$ cat config.mk
export PLATFORM = sky130hd
export DESIGN_NAME = aes_shiftrows_pipe
export DESIGN_NICKNAME = d
export VERILOG_FILES = /design/src/rtl/aes_shiftrows_pipe.sv
export SDC_FILE = /design/constraint.sdc
export NUM_CORES = 1
export LEC_CHECK = 0
export ABC_AREA = 1
export BUFFER_PORTS_ARGS = -buffer_cell sky130_fd_sc_hd__buf_2
export CAP_MARGIN = 20
export CORE_MARGIN = 3
export CORE_UTILIZATION = 50
export CTS_CLUSTER_SIZE = 10
export DETAILED_ROUTE_END_ITERATION = 16
export PLACE_DENSITY = 0.93
export SLEW_MARGIN = 15
export SYNTH_ARGS = -nofsm -noshare
export SYNTH_HDL_FRONTEND = slang
export SYNTH_SLANG_ARGS = --single-unit
$ cat constraint.sdc
create_clock -name clk -period 3.8 [get_ports clk]
set_clock_uncertainty 0.05 [all_clocks]
set_input_delay 0 -clock clk [delete_from_list [all_inputs] [get_ports clk]]
set_output_delay 0 -clock clk [all_outputs]
set_load 0.02 [all_outputs]
$ cat src/rtl/aes_shiftrows_pipe.sv
// AES ShiftRows / InvShiftRows stage with a valid/ready handshake and a 1-cycle output register.
// Optional one-entry skid buffer (registered in_ready) enabled with macro AES_SHIFTROWS_SKID_EN.
module aes_shiftrows_pipe #(
   parameter int NB = 4
) (
   input  logic              clk,
   input  logic              rst,
   input  logic              in_valid,
   output logic              in_ready,
   input  logic              in_inv,
   input  logic [0:32*NB-1]  in_state,
   output logic              out_valid,
   input  logic              out_ready,
   output logic              out_inv,
   output logic [0:32*NB-1]  out_state,
   output logic [15:0]       beat_cnt
);

   localparam int W = 32 * NB;

   generate
      if (NB != 4 && NB != 6 && NB != 8) begin : g_nb_check
         $error("aes_shiftrows_pipe: NB must be 4, 6 or 8");
      end
   endgenerate

   // Rijndael row offsets: rows 2 and 3 shift one extra column when NB=8.
   function automatic int row_off(input int r);
      if (NB == 8 && r >= 2) return r + 1;
      return r;
   endfunction

   logic [0:W-1] shifted;

   for (genvar gr = 0; gr < 4; gr++) begin : g_row
      for (genvar gc = 0; gc < NB; gc++) begin : g_col
         localparam int FWD = (gc + row_off(gr)) % NB;
         localparam int INV = (gc - row_off(gr) + NB) % NB;
         assign shifted[8*(4*gc+gr) +: 8] = in_inv ? in_state[8*(4*INV+gr) +: 8]
                                                   : in_state[8*(4*FWD+gr) +: 8];
      end
   end

   logic in_fire;
   logic out_fire;

   assign in_fire  = in_valid & in_ready;
   assign out_fire = out_valid & out_ready;

   always_ff @(posedge clk) begin
      if (rst) begin
         beat_cnt <= '0;
      end else if (out_fire) begin
         beat_cnt <= beat_cnt + 16'd1;
      end
   end

`ifdef AES_SHIFTROWS_SKID_EN
   logic          skid_empty;
   logic          skid_inv;
   logic [0:W-1]  skid_state;

   assign in_ready = skid_empty;

   always_ff @(posedge clk) begin
      if (rst) begin
         out_valid  <= 1'b0;
         out_inv    <= 1'b0;
         out_state  <= '0;
         skid_empty <= 1'b1;
         skid_inv   <= 1'b0;
         skid_state <= '0;
      end else if (!out_valid || out_ready) begin
         // Output slot is free this edge; a parked beat has priority over new input.
         if (!skid_empty) begin
            out_valid  <= 1'b1;
            out_inv    <= skid_inv;
            out_state  <= skid_state;
            skid_empty <= 1'b1;
         end else if (in_fire) begin
            out_valid <= 1'b1;
            out_inv   <= in_inv;
            out_state <= shifted;
         end else begin
            out_valid <= 1'b0;
         end
      end else if (in_fire) begin
         skid_inv   <= in_inv;
         skid_state <= shifted;
         skid_empty <= 1'b0;
      end
   end
`else
   assign in_ready = ~out_valid | out_ready;

   always_ff @(posedge clk) begin
      if (rst) begin
         out_valid <= 1'b0;
         out_inv   <= 1'b0;
         out_state <= '0;
      end else if (in_fire) begin
         out_valid <= 1'b1;
         out_inv   <= in_inv;
         out_state <= shifted;
      end else if (out_fire) begin
         out_valid <= 1'b0;
      end
   end
`endif

endmodule

==> results.py, run 1 <==
metrics = {
    "status": {
        "status": "finished, final reports clean",
    },
    "power_and_ir_drop": {
        "leakage_nw": 4.76,
        "max-vdd-ir-drop_mv": 0.249,
        "p_per_area_nw_per_um2": 448,
    },
    "clock_tree": {
        "clk_pin_slew_ns": 0.06,
        "clk_latency_ns": 0.42,
        "cts_tree": "built",
        "post-cts-setup-buffers": 0,
        "clockRootBuffer": "clkbuf_16",
        "cts_htree_levels": 4,
        "cts.sinks": 146,
        "cts_max_path_buffers": 2,
        "cts_buffers": 17,
    },
    "synth": {
        "synthMuxAreaShare": 0,
        "yosysUniqueCellTypes": 23,
        "synth_compound_area_frac": 0.231,
        "synthXorXnorAreaFrac": 0,
        "synth_simple_gate_area_frac": 0.173,
        "yosysWarnings": 0,
        "syn_area_um2": 5980,
        "synth_top_area_cell": "dfxtp_1",
        "synth.top_cell.area_share": 0.489,
        "synth_fa_ha_area_frac": 0.00209,
        "ys_seq_area_frac": 0.489,
        "synth-seq-cells": 146,
        "synth_area_leaders": "dfxtp_1 49%, nor2_1 13%, a21oi_1 12%",
        "synthCells": 826,
        "synth_area_per_cell_um2": 7.24,
        "synth_top_family_by_area": "compound AO/OA/AOI/OAI gates",
        "synth_nets": 960,
    },
    "critical_path": {
        "critPathMaxFanout": 64,
        "cp_data_required_time_ns": 4.08,
        "rr_worst_depth": 6,
        "slowest_delay_ns": 0.57,
        "path_class": "register to register",
        "critPathMostFrequentCell": "nand2_2",
        "endpoint": "out_state[15]",
        "arrival_ns": 2.42,
        "worstSetupStartpointType": "register",
        "worst_r2r_endpoint": "out_state[15]",
        "timing.rr.start": "out_valid",
        "crit_chain": "nand2_2, nand2_2, inv_4, buf_4, o21ai_1, a21oi_1",
        "slowest_stage": "buf_4",
        "crit_path_start": "out_valid",
        "critPathCaptureType": "register",
        "r2r_slack_ns": 1.66,
    },
    "global_routing": {
        "use_met1": 0.358,
        "grt_pass1_wl_um": 37300,
        "grt_pass1_vias": 7600,
        "gr-usage-met2": 0.625,
        "grt_use_total": 0.358,
        "busiest_layer": "met2",
        "overflow": 0,
        "groute.layer.met3.usage": 0.0911,
        "grt_max_degree": 130,
        "antenna_found_initial": 0,
    },
    "floorplan": {
        "chipHeight_um": 115,
        "start_util": 0.517,
        "die_x_um": 115,
        "die-area_um2": 13300,
        "num_io_pins": 280,
        "coreArea_um2": 11600,
        "std_cell_rows": 39,
    },
    "timing": {
        "rsz0062_at_grt": "false",
        "setup_viol": 0,
        "min_period_ns": 2.14,
        "tightest_slew_ns": 0.835,
        "drv_slew": 0,
        "hold_viol": 0,
        "max_slew_margin": 0.443,
        "tns_ns": 0,
        "finalCritPeriodShare": 0.563,
        "max_freq_mhz": 467,
    },
    "routing": {
        "drc": 0,
        "ant_nets": 0,
        "post_drt_wl_per_cell_um": 18.1,
        "routed_via_density": 5.56,
        "first_pass_iters": 5,
        "drt_wl_total_um": 25200,
        "num_vias": 7745,
        "initialDrtViolationCount": 913,
    },
    "layout": {
        "final_cell_mix": "278 x buf_2, 215 x nor2_1, 163 x dlygate4sd3_1",
        "syn_to_final_growth_pct": 60.1,
        "fin_cells": 1393,
        "drive_gt1_frac": 0.260,
        "fin_nets": 1369,
        "nFillCells": 593,
        "final_common_cell": "buf_2",
    },
    "placed_design": {
        "dp.cells": 1195,
        "io_buffers": 279,
        "place_congestion": 0.833,
        "place_hpwl_um": 11500,
    },
    "worst_hold_path": {
        "hold_path_class": "primary input to register",
    },
    "flow_run": {
        "maxCapViolCount": 0,
    },
}
## layout make-up
class	instances	area, µm²	area share
diodes	2	5.00	0.000523
clock inverters	13	158	0.0165
multi-input cells	539	2430	0.253
repair buffers	447	3110	0.325
well taps	143	179	0.0187
flip-flops and latches	146	2920	0.305
inverters	84	319	0.0333
clock buffers	19	453	0.0473
## per-layer routing
layer,wire [µm],part of all wire
met1,8570,0.34
met3,1950,0.078
met5,0,0
met2,12800,0.51
met4,1840,0.073
## cells by family after synthesis
logic type / count (synthesis)
and+or+nand+nor: 263
adders and majority gates: 1
DFF: 146
AOI/OAI and AO/OA: 275
buffers and inverters: 141
## synthesized netlist by cell type, drive strengths merged
master and n:
inv 84, o21bai 1, a21oi 138, nand3 10, dfxtp 146, o21ai 135, o21a 1, nand2 32
clkbuf 24, nor3 4, nor2 216, ha 1, buf 33, nand4 1
## registers in the layout, indices dropped and copies added (netlist names)
signal / cells
out_valid: 1
out_inv: 1
out_state: 128
beat_cnt: 16
## critical path, delay by kind of cell, from the launching register on
family	cells	cell delay [ns]
flip-flops	1	0.35
buffers and inverters	2	1.00
AND/OR/NAND/NOR	2	0.17
AO/OA/AOI/OAI	2	0.43
## where the power goes
part / total [W] / internal, W / leakage [nW] / switching [W]
Combinational: 0.000838 / 0.000344 / 3.26 / 0.000494
Sequential: 0.00171 / 0.00164 / 1.21 / 0.0000701
Clock: 0.00174 / 0.00107 / 0.292 / 0.000670
## how the worst min path moves through the flow
stage                       startpoint            end  slack, ns  cells after the start
after floorplan                    rst      out_valid       0.02                      1
after detailed placement           rst      out_valid       0.19                      2
final                           in_inv  out_state[93]       0.07                      3
after CTS                     in_valid  out_state[12]       0.16                      4
after global placement    in_state[21]  out_state[85]       0.18                      3
after global routing            in_inv  out_state[95]       0.07                      3
## stage by stage
| stage | instance area, µm² | util | hold WS, ns | worst slack (ns) | total power, W |
|---|---|---|---|---|---|
| 4_1_cts | 9540 | 0.825 | 0.155 | 1.85 | 0.00420 |
| 3_5_place_dp | 7300 | 0.631 | 0.188 | 1.88 | 0.00236 |
| 2_1_floorplan | 5980 | - | 0.0191 | 2.35 | 0.00213 |
| 5_1_grt | 9570 | 0.828 | 0.0687 | 1.55 | 0.00442 |
| 6_report | 9580 | 0.828 | 0.0726 | 1.66 | 0.00429 |
| 3_3_place_gp | 7300 | 0.631 | 0.184 | 1.94 | 0.00234 |
## timing repair
item	4_1_cts	5_1_grt
gates resized for setup	0	0
hold buffers	163	0
endpoints found under the hold margin	132	0
Power figures use the tool's default switching activity.
==> run 2, diff against run 1 <==
Settings changed: CORE_UTILIZATION 50 to 47, PLACE_DENSITY 0.93 to 0.89.
Clock period 3.8 ns to 2.1 ns, I/O delays scaled along.
==> run 2 against run 1 <==
Compared with the run above:
- die area increased by 6.0%
- first-iteration DRC count decreased by 24%
- fmax increased by 11%
- clock-buffer cell count increased by 1
- largest cell class unchanged
- highest routed layer is now met5
==> results.py, run 2 (synthesis results as in run 1) <==
metrics = {
    "critical_path": {
        "timing.rr.start": "out_valid",
        "path_class": "register to register",
        "critPathCaptureType": "register",
        "r2r_slack_ns": 0.17,
        "cp_data_required_time_ns": 2.35,
        "critPathMaxFanout": 66,
        "rr_worst_depth": 5,
        "arrival_ns": 2.18,
        "worst_r2r_endpoint": "out_valid",
        "worstSetupStartpointType": "register",
        "crit_path_start": "out_valid",
        "endpoint": "out_valid",
    },
    "routing": {
        "initialDrtViolationCount": 695,
        "first_pass_iters": 6,
        "drt_wl_total_um": 24900,
        "routed_via_density": 5.41,
        "post_drt_wl_per_cell_um": 17.5,
        "ant_nets": 0,
        "num_vias": 7694,
        "drc": 0,
    },
    "timing": {
        "min_period_ns": 1.93,
        "tns_ns": 0,
        "finalCritPeriodShare": 0.920,
        "rsz0062_at_grt": "false",
        "hold_viol": 0,
        "tightest_slew_ns": 0.566,
        "max_slew_margin": 0.623,
        "max_freq_mhz": 518,
        "setup_viol": 0,
        "drv_slew": 0,
        "whs_ns": 0.0480,
    },
    "layout": {
        "final_cell_mix": "278 x buf_2, 215 x nor2_1, 163 x dlygate4sd3_1",
        "drive_gt1_frac": 0.261,
        "fin_nets": 1373,
        "final_common_cell": "buf_2",
        "top_register": "out_state",
        "utilization": 0.789,
        "largest_reg_flops": 128,
        "largestRegisters": "out_state x128, beat_cnt x16",
        "syn_to_final_growth_pct": 61.1,
    },
    "floorplan": {
        "std_cell_rows": 40,
        "coreArea_um2": 12200,
        "num_io_pins": 280,
        "die_x_um": 119,
        "die-area_um2": 14100,
        "chipHeight_um": 119,
        "start_util": 0.490,
    },
    "clock_tree": {
        "clockRootBuffer": "clkbuf_16",
        "clk_latency_ns": 0.42,
        "cts_htree_levels": 4,
        "cts.sinks": 146,
        "cts_tree": "built",
        "cts_max_path_buffers": 2,
        "clk_pin_slew_ns": 0.06,
        "hold_buffers": 163,
        "cts_buffers": 17,
        "post-cts-setup-buffers": 0,
        "cts_resized": 0,
    },
    "power_and_ir_drop": {
        "p_per_area_nw_per_um2": 793,
        "max-vdd-ir-drop_mv": 0.869,
        "pwr-share-comb": 0.199,
        "p_sw_w": 0.00222,
        "seqPwrFrac": 0.405,
        "swShare": 0.291,
        "leakage_nw": 4.77,
        "power_w": 0.00764,
        "p_int_w": 0.00542,
        "clockPowerShare": 0.396,
    },
    "global_routing": {
        "overflow": 0,
        "grt_pass1_vias": 7814,
        "grt_max_degree": 97,
        "grt_pass1_wl_um": 38800,
        "antenna_found_initial": 5,
        "grt_use_total": 0.343,
    },
    "placed_design": {
        "place_hpwl_um": 11900,
        "place_congestion": 0.847,
        "io_buffers": 279,
    },
    "flow_run": {
        "maxCapViolCount": 0,
    },
    "worst_hold_path": {
        "hold_path_class": "primary input to register",
    },
    "status": {
        "status": "finished, final reports clean",
    },
}
## run 2: changes by cell type in the layout (fill, tap and decap cells not counted), sizes merged
cell	before	now
buf	284	288
bufinv	3	2
diode	2	4
inv	85	84
clkbuf	19	20
## run 2: per-stage QoR
stage,instances,worst slack (ns),area [µm²]
3_5_place_dp,1225,0.594,7410
2_1_floorplan,826,0.646,5980
6_report,1423,0.168,9640
4_1_cts,1419,0.198,9630
5_1_grt,1423,0.0473,9640
3_3_place_gp,1225,0.680,7410
## run 2: worst max-delay path, stage by stage, from the launching register on
cell,delay [ns]
dfxtp_1,0.38
nand2_2,0.09
nand2_2,0.09
buf_4,0.49
a21oi_1,0.13
dlygate4sd3_1,0.59
## run 2: worst min path at each step
stage	start	to	slack, ns	cells past startpoint
final	in_valid	out_state[84]	0.05	5
after global routing	in_valid	out_state[117]	0.06	5
after CTS	in_valid	out_state[84]	0.03	5
after detailed placement	in_state[20]	out_state[84]	0.19	3
after global placement	in_state[35]	out_state[35]	0.18	3
after floorplan	rst	out_valid	0.02	1
## run 2: metal layers
layer / GRT usage / wire [µm] / vias to the layer above
li1: - / - / 3504
met1: 0.333 / 8310 / 3483
met2: 0.604 / 12600 / 531
met3: 0.0938 / 1910 / 174
met4: 0.278 / 2080 / 2
met5: 0 / 13 / -
## run 2: area by class of cell
cell class | instances | area (µm²)
Multi-Input combinational cell | 539 | 2430
Antenna cell | 4 | 10.0
Timing Repair Buffer | 451 | 3160
Clock inverter | 11 | 130
Inverter | 84 | 319
Clock buffer | 20 | 457
Tap cell | 168 | 210
Sequential cell | 146 | 2920
Fill cell | 738 | 2570
## run 2: power groups by stage
stage          logic, W  clock network (W)  registers, W
2_1_floorplan  0.000475                  0       0.00338
4_1_cts         0.00142            0.00302       0.00308
3_3_place_gp    0.00113                  0       0.00313
6_report        0.00152            0.00302       0.00309
3_5_place_dp    0.00115                  0       0.00313
5_1_grt         0.00163            0.00316       0.00311
